### src/rtl/execute_stage.sv
// Execute stage of the 5-stage RV32I pipeline.
// Forwards both operands, runs the ALU, resolves branches/jumps combinationally
// back to fetch, and holds the execute->memory pipeline register (stall/flush).
// Optional build macro EXEC_PERF_CNT_EN adds BranchCount/TakenCount outputs
// counting branches (and taken branches) that actually advance into memory.

module execute_stage #(
  parameter int unsigned DATA_WIDTH     = 32,
  parameter int unsigned REG_ADDR_WIDTH = 5
) (
  input  logic                      clk,
  input  logic                      rst,
  // Control from decode->execute register
  input  logic                      RegWriteE,
  input  logic                      ResultSrcE,
  input  logic                      MemWriteE,
  input  logic                      JumpE,
  input  logic                      BranchE,
  input  logic [2:0]                ALUControlE,
  input  logic                      ALUSrcE,
  input  logic                      MUXJUMPE,
  input  logic                      JUMPRTE,
  input  logic                      BranchMUXE,
  // Datapath from decode->execute register
  input  logic [DATA_WIDTH-1:0]     RD1E,
  input  logic [DATA_WIDTH-1:0]     RD2E,
  input  logic [DATA_WIDTH-1:0]     PCE,
  input  logic [REG_ADDR_WIDTH-1:0] RdE,
  input  logic [DATA_WIDTH-1:0]     ImmExtE,
  input  logic [DATA_WIDTH-1:0]     PCPlus4E,
  // Hazard unit
  input  logic [1:0]                ForwardAE,
  input  logic [1:0]                ForwardBE,
  input  logic [DATA_WIDTH-1:0]     ResultW,
  input  logic                      StallM,
  input  logic                      FlushM,
  // Redirect to fetch
  output logic                      PCSrcE,
  output logic [DATA_WIDTH-1:0]     PCTargetE,
  // Execute->memory register
  output logic                      RegWriteM,
  output logic                      ResultSrcM,
  output logic                      MemWriteM,
  output logic                      JUMPRTM,
  output logic [DATA_WIDTH-1:0]     ALUResultM,
  output logic [DATA_WIDTH-1:0]     WriteDataM,
  output logic [REG_ADDR_WIDTH-1:0] RdM,
  output logic [DATA_WIDTH-1:0]     PCPlus4M
`ifdef EXEC_PERF_CNT_EN
  ,
  output logic [31:0]               BranchCount,
  output logic [31:0]               TakenCount
`endif
);

  // ALU operation encodings
  localparam logic [2:0] AluAdd = 3'b000;
  localparam logic [2:0] AluSub = 3'b001;
  localparam logic [2:0] AluAnd = 3'b010;
  localparam logic [2:0] AluOr  = 3'b011;
  localparam logic [2:0] AluXor = 3'b100;
  localparam logic [2:0] AluSlt = 3'b101;
  localparam logic [2:0] AluSll = 3'b110;
  localparam logic [2:0] AluSrl = 3'b111;

  logic [DATA_WIDTH-1:0] src_a;
  logic [DATA_WIDTH-1:0] fwd_b;
  logic [DATA_WIDTH-1:0] src_b;
  logic [DATA_WIDTH-1:0] alu_result;
  logic [4:0]            shamt;
  logic                  zero;
  logic                  load_en;

  // Operand forwarding; 11 falls back to the register value
  always_comb begin
    src_a = RD1E;
    fwd_b = RD2E;
    unique case (ForwardAE)
      2'b01:   src_a = ResultW;
      2'b10:   src_a = ALUResultM;
      default: src_a = RD1E;
    endcase
    unique case (ForwardBE)
      2'b01:   fwd_b = ResultW;
      2'b10:   fwd_b = ALUResultM;
      default: fwd_b = RD2E;
    endcase
  end

  assign src_b = ALUSrcE ? ImmExtE : fwd_b;
  assign shamt = src_b[4:0];

  // ALU, all arithmetic modulo 2^DATA_WIDTH
  always_comb begin
    alu_result = '0;
    unique case (ALUControlE)
      AluAdd:  alu_result = src_a + src_b;
      AluSub:  alu_result = src_a - src_b;
      AluAnd:  alu_result = src_a & src_b;
      AluOr:   alu_result = src_a | src_b;
      AluXor:  alu_result = src_a ^ src_b;
      AluSlt:  alu_result = {{(DATA_WIDTH-1){1'b0}}, ($signed(src_a) < $signed(src_b))};
      AluSll:  alu_result = src_a << shamt;
      AluSrl:  alu_result = src_a >> shamt;
      default: alu_result = '0;
    endcase
  end

  assign zero = (alu_result == '0);

  // Branch/jump resolution; jalr target has bit 0 cleared
  always_comb begin
    PCSrcE    = JumpE | (BranchE & (zero ^ BranchMUXE));
    PCTargetE = MUXJUMPE ? {alu_result[DATA_WIDTH-1:1], 1'b0} : (PCE + ImmExtE);
  end

  // Register advances only when neither flushed nor stalled
  assign load_en = !FlushM && !StallM;

  // Execute->memory register: rst > FlushM > StallM > load
  always_ff @(posedge clk) begin
    if (rst || FlushM) begin
      RegWriteM  <= 1'b0;
      ResultSrcM <= 1'b0;
      MemWriteM  <= 1'b0;
      JUMPRTM    <= 1'b0;
      ALUResultM <= '0;
      WriteDataM <= '0;
      RdM        <= '0;
      PCPlus4M   <= '0;
    end else if (!StallM) begin
      RegWriteM  <= RegWriteE;
      ResultSrcM <= ResultSrcE;
      MemWriteM  <= MemWriteE;
      JUMPRTM    <= JUMPRTE;
      ALUResultM <= alu_result;
      WriteDataM <= fwd_b;
      RdM        <= RdE;
      PCPlus4M   <= PCPlus4E;
    end
  end

`ifdef EXEC_PERF_CNT_EN
  // Branch statistics, counted only on edges where the register loads
  always_ff @(posedge clk) begin
    if (rst) begin
      BranchCount <= '0;
      TakenCount  <= '0;
    end else if (load_en) begin
      if (BranchE) begin
        BranchCount <= BranchCount + 32'd1;
      end
      if (BranchE && PCSrcE) begin
        TakenCount <= TakenCount + 32'd1;
      end
    end
  end
`else
  logic unused_load_en;
  assign unused_load_en = load_en;
`endif

endmodule

### config.mk
export PLATFORM = sky130hd
export DESIGN_NAME = execute_stage
export DESIGN_NICKNAME = d
export VERILOG_FILES = /design/src/rtl/execute_stage.sv
export SDC_FILE = /design/constraint.sdc
export NUM_CORES = 1
export LEC_CHECK = 0
export ABC_AREA = 1
export BUFFER_PORTS_ARGS = -buffer_cell sky130_fd_sc_hd__clkbuf_2
export CAP_MARGIN = 20
export CORE_ASPECT_RATIO = 1.2
export CORE_MARGIN = 3
export CORE_UTILIZATION = 40
export DETAILED_ROUTE_END_ITERATION = 7
export GPL_TIMING_DRIVEN = 0
export PLACE_DENSITY_LB_ADDON = 0.12
export SYNTH_ARGS = -nofsm -noshare
export SYNTH_HDL_FRONTEND = slang
export SYNTH_SLANG_ARGS = --single-unit
### constraint.sdc
create_clock -name clk -period 7.65 [get_ports clk]
set_clock_uncertainty 0.15 [all_clocks]
set_input_delay 1.53 -clock clk [delete_from_list [all_inputs] [get_ports clk]]
set_output_delay 1.53 -clock clk [all_outputs]
set_load 0.01 [all_outputs]
# After elaboration in Yosys (flattened, before gate mapping)
# Cells that the tools add are included.
dict set report classes {
  multipliers 0
  reduce_logical 3
  bitwise 6
  add_sub_neg 3
  div 0
  mux 5
  eq_ne 11
  shifts 2
  order_cmp 1
}
# cell count
set ops {}
lappend ops {{$pmux 32 s8} 1}
lappend ops {{$pmux 32 s2} 2}
lappend ops {{$add 32x32->32} 2}
lappend ops {{$mux 32} 2}
lappend ops {{$and 32x32->32} 1}
lappend ops {{$logic_not 32->1} 1}
lappend ops {{$lt 32x32->1} 1}
lappend ops {{$or 32x32->32} 1}
lappend ops {{$shl 32x5->32} 1}
lappend ops {{$shr 32x5->32} 1}
lappend ops {{$sub 32x32->32} 1}
lappend ops {{$xor 32x32->32} 1}
lappend ops {{$eq 3x3->1 const B} 4}
lappend ops {{$eq 3x2->1 const B} 2}
lappend ops {{$eq 2x1->1 const B} 2}
lappend ops {{$eq 2x2->1 const B} 2}
lappend ops {{$eq 3x1->1 const B} 1}
lappend ops {{$logic_not 3->1} 1}
lappend ops {{$and 1x1->1} 1}
lappend ops {{$logic_or 1x1->1} 1}
lappend ops {{$or 1x1->1} 1}
lappend ops {{$xor 1x1->1} 1}
dict set report totals {
  latch_bits 0
  memories 0
  mem_bits_rw 0
  output_inout_bits 138
  in_bits 217
  reg_bits 105
  rom_bits 0
  word_cells 39
}

# Logic depth before layout (Yosys ltp)
dict set report depth {
  word_depth 9
  depth_mapped 34
  ltp_nobuf 31
}

# Worst setup path before layout
# Ideal clock, no wire load.
dict set report synth_timing {
  path_type {input to output}
  startpoint {input ForwardBE[0]}
  endpoint {output PCSrcE}
  cell_stages 32
  arrival_time_ns 4.945
  path_slack_ns 1.025
  required_ns 5.970
  n_path_buf 3
  path_cell_list {inv_1 ha_1 inv_2 clkbuf_1 clkbuf_1 o21ai_0 nand2_1 o21ai_0 ha_1 buf_4 inv_1 nor2_1 inv_1 o21ai_0 nand2_1 nand2_1 inv_1 nand3_1 nand2_1 nand3_1 nand2_1 a21oi_1 nand2_1 nor2_2 nand2_1 nor2_1 nand2_1 nor2_2 nand2_1 nand2_1 nand3_1 nand2_1}
}
dict set report synth_between {
  elab_chain_len 9
  elab_cells_between_ends 17
  cone_classes {add/sub (2); order compare (1); eq/ne (2); shift (2); mux (3); bitwise (6); reduce/logical (1)}
}
# item line
set synth_rtl {}
lappend synth_rtl {{start: declaration} 33} ;# input logic [1:0] ForwardBE,
lappend synth_rtl {{$eq 2x2->1 / $eq 2x1->1 (equally long branches)} 83} ;# unique case (ForwardBE)
lappend synth_rtl {{$pmux 32 s2 (*)} 83}
lappend synth_rtl {{$mux 32 (*)} 90} ;# assign src_b = ALUSrcE ? ImmExtE : fwd_b;
lappend synth_rtl {{$sub 32x32->32, or another cell as far along} 98} ;# AluSub: alu_result = src_a - src_b;
lappend synth_rtl {{$pmux 32 s8 (*)} 96} ;# unique case (ALUControlE)
lappend synth_rtl {{$logic_not 32->1 (*)} 109} ;# assign zero = (alu_result == '0);
lappend synth_rtl {{$xor 1x1->1 (*)} 113} ;# PCSrcE = JumpE | (BranchE & (zero ^ BranchMUXE));
lappend synth_rtl {{$and 1x1->1 (*)} 113}
lappend synth_rtl {{$or 1x1->1 (*)} 113}
lappend synth_rtl {{end: declaration} 38} ;# output logic PCSrcE,
# Mark *: on every way between the ends. The rest lies on a longest branch, timed or not.

# Worst setup path in the final report
# Ends and elaborated chain as after synthesis.

==> flow_summary.toml <==
[synth]
synth.area.top_cells = "nand2_1, nand3_1, dfxtp_1"
synth_ff_type = "dfxtp_1"
syn_area_per_cell_um2 = 5.63
yosysWarnings = 0
synth_area_mm2 = 0.0165
synthDistinctLibCells = 51
syn_inst = 2930
yosysTopAreaCellShare_pct = 17.9
netlist.top_cell.by_area = "nand2_1"
synthTopCellsByCount = "nand2_1, nand3_1, inv_1"
synthArstFlopShare_pct = 0
synth-edff-count = 0
synth_most_common_cell = "nand2_1"
synth_fp_nets = 3282
ys_seq_elements = 105
ys_seq_area_share_pct = 12.8

[floorplanning]
die_w_um = 191
rows = 80
fp.dieH_um = 228
dieArea_mm2 = 0.0437
start_util_pct = 41.0
coreArea_mm2 = 0.0402
pin_count = 355

[min_path]
min_to = "PCPlus4M[13]"
hold_path.startpoint = "PCPlus4M[13]"
whs_path_depth = 2
min_path_type = "register to register"

[cells_and_area]
fin_nets = 3680
ff_latch_area_mm2 = 0.00210
fillers = 4370
syn_to_final_growth_pct = 26.3
drive_above_1_share_pct = 23.4
multi_input_area_mm2 = 0.0136
final_cells = 3874

[critical_path]
cp.required_ns = 5.97
cp-end-kind = "primary output"
r2r_end = "ALUResultM[26]"
r2r_cells = 21
critPathMaxStageDelay_ns = 0.92
path_cells = "clkbuf_2, inv_1, ha_4, buf_8, buf_4, a221o_1, o21ai_0, o21ai_2, ha_4, a221oi_1, nand2_1, inv_1, nand4_1, nor2_4, nand2_1, nor2_1, nand2_1, nor2_2, nand2_1, nand2_1, nand3_1, nand2_1, clkbuf_2"
critPathKind = "input pin to primary output"
start_kind = "input pin"
ff2ff_setup_slack_ns = 3.36
slowest_stage = "a221oi_1"
crit_arrival_ns = 5.93
regToRegStartpoint = "ALUResultM[20]"
path_max_fanout = 10
cpMostUsedCell = "nand2_1"

[sta]
fin_crit_ns = 7.61
slew_violations = 0
max_slew_margin_pct = 29.7
finalHoldViolCount = 0
worst_slack_ns = 0.0359
fin_tns_setup_ns = 0
setup_violations = 0
worst_pin_slew_ns = 1.05
period_share_pct = 99.5
fmax_mhz = 131

[power_and_ir_drop]
power.leakage_uw = 0.0104
power_density_mw_per_mm2 = 182
ir_worst_vdd_mv = 0.173

[outcome]
status = "finished clean"

[global_route]
grt_pass1_vias = 22500
grt.total_usage_pct = 47.0
grt_pass1_wl_um = 151000
antenna_found_initial = 9
grt_max_degree = 19
gr-total-overflow = 0

[cts]
clock_latency_ns = 0.36
cts_buffer_depth = 2
cts_sinks = 105
numCtsBuffers = 9
htreeDepth = 3
cts_tree = "done"
path_clk_slew_ns = 0.07
clockRootBuffer = "clkbuf_16"

[route]
drc_errors = 0
num_vias = 24400
routedWlPerCell_um = 28.1
ant_nets = 0
drtPass1Iterations = 8
routed_wl_um = 109000
viasPerCell = 6.30
drt_iter0_markers = 3696

[placed_design]
place_hpwl_um = 89500
place_ws_ns = -1.67
place_inst = 3815
gp_congestion = 1.15
port_buffers = 352

[run]
drv_cap = 0
through the flow:
stage | hold WS, ns | power, uW | area [um2] | utilization [%]
after floorplan | 0.331 | 1960 | 16500 | -
after global placement | 0.292 | 2870 | 18900 | 47.0
after detailed placement | 0.305 | 2870 | 18900 | 47.0
after CTS | 0.316 | 3430 | 19700 | 49.0
after global routing | 0.337 | 3910 | 20800 | 51.7
final | 0.314 | 3780 | 20800 | 51.7
critical path, delay by kind of cell:
| kind | cells | cell delay [ns] |
|---|---|---|
| adders and majority gates | 2 | 0.63 |
| AOI/OAI and AO/OA | 4 | 1.61 |
| buffers and inverters | 6 | 0.71 |
| and+or+nand+nor | 11 | 1.40 |
layout by cell type (no fill, tap or decap), drive strengths merged, types with 36 or more instances in the layout:
cell type  synthesis  final
inv              296    295
nor2             221    221
nand4             36     36
o21ai            258    258
ha               132    132
nand3            477    477
clkbuf            84    442
dfxtp            105    105
nand2            795    795
a21oi            257    257
buf               73    111
logic make-up (layout without fill, tap and decap cells):
group,Yosys count,after routing,share of synthesized area [%]
buffers and inverters,454,857,11.6
flip-flops,105,105,12.8
adder cells (fa/ha/maj),135,135,10.4
AO/OA/AOI/OAI,623,623,21.0
AND/OR/NAND/NOR,1581,1581,42.6
XOR/XNOR,32,32,1.70
other,0,8,0
flip-flops by register name, indices dropped and copies added (netlist names):
name and cells:
ALUResultM 32, RdM 5, RegWriteM 1, JUMPRTM 1
ResultSrcM 1, WriteDataM 32, MemWriteM 1, PCPlus4M 32
worst max path at each step:
stage                            start  endpoint
after global routing      ForwardBE[0]    PCSrcE
final                     ForwardBE[0]    PCSrcE
after floorplan           ForwardBE[0]    PCSrcE
after detailed placement  ForwardBE[0]    PCSrcE
after CTS                 ForwardBE[0]    PCSrcE
after global placement    ForwardBE[0]    PCSrcE
power breakdown:
| part | switching, uW | total (uW) | internal (uW) |
|---|---|---|---|
| registers | 26.5 | 596 | 570 |
| logic | 1920 | 2720 | 804 |
| clock network | 230 | 464 | 234 |
area by class of cell:
class | count | area share, %
repair inverters | 1 | 0.0361
clock inverters | 6 | 0.240
well taps | 533 | 3.20
diodes | 8 | 0.0962
plain buffers | 152 | 4.37
flip-flops and latches | 105 | 10.1
repair buffers | 391 | 9.89
inverters | 297 | 5.46
multi-input cells | 2371 | 65.5
clock buffers | 10 | 1.15
timing repair:
action | CTS | global route
hold buffers | 0 | 0
resized for setup | 166 | 266
pin swaps | 20 | 49
setup buffers | 17 | 22
setup endpoints to repair | 27 | 17
cloned | 0 | 1
layer usage:
layer	GRT usage, %	share of wire [%]
met3	13.1	13
met4	39.0	11
met2	70.4	42
met1	55.1	34
met5	0	0.016
No activity file was read; power rests on OpenSTA's default activity.
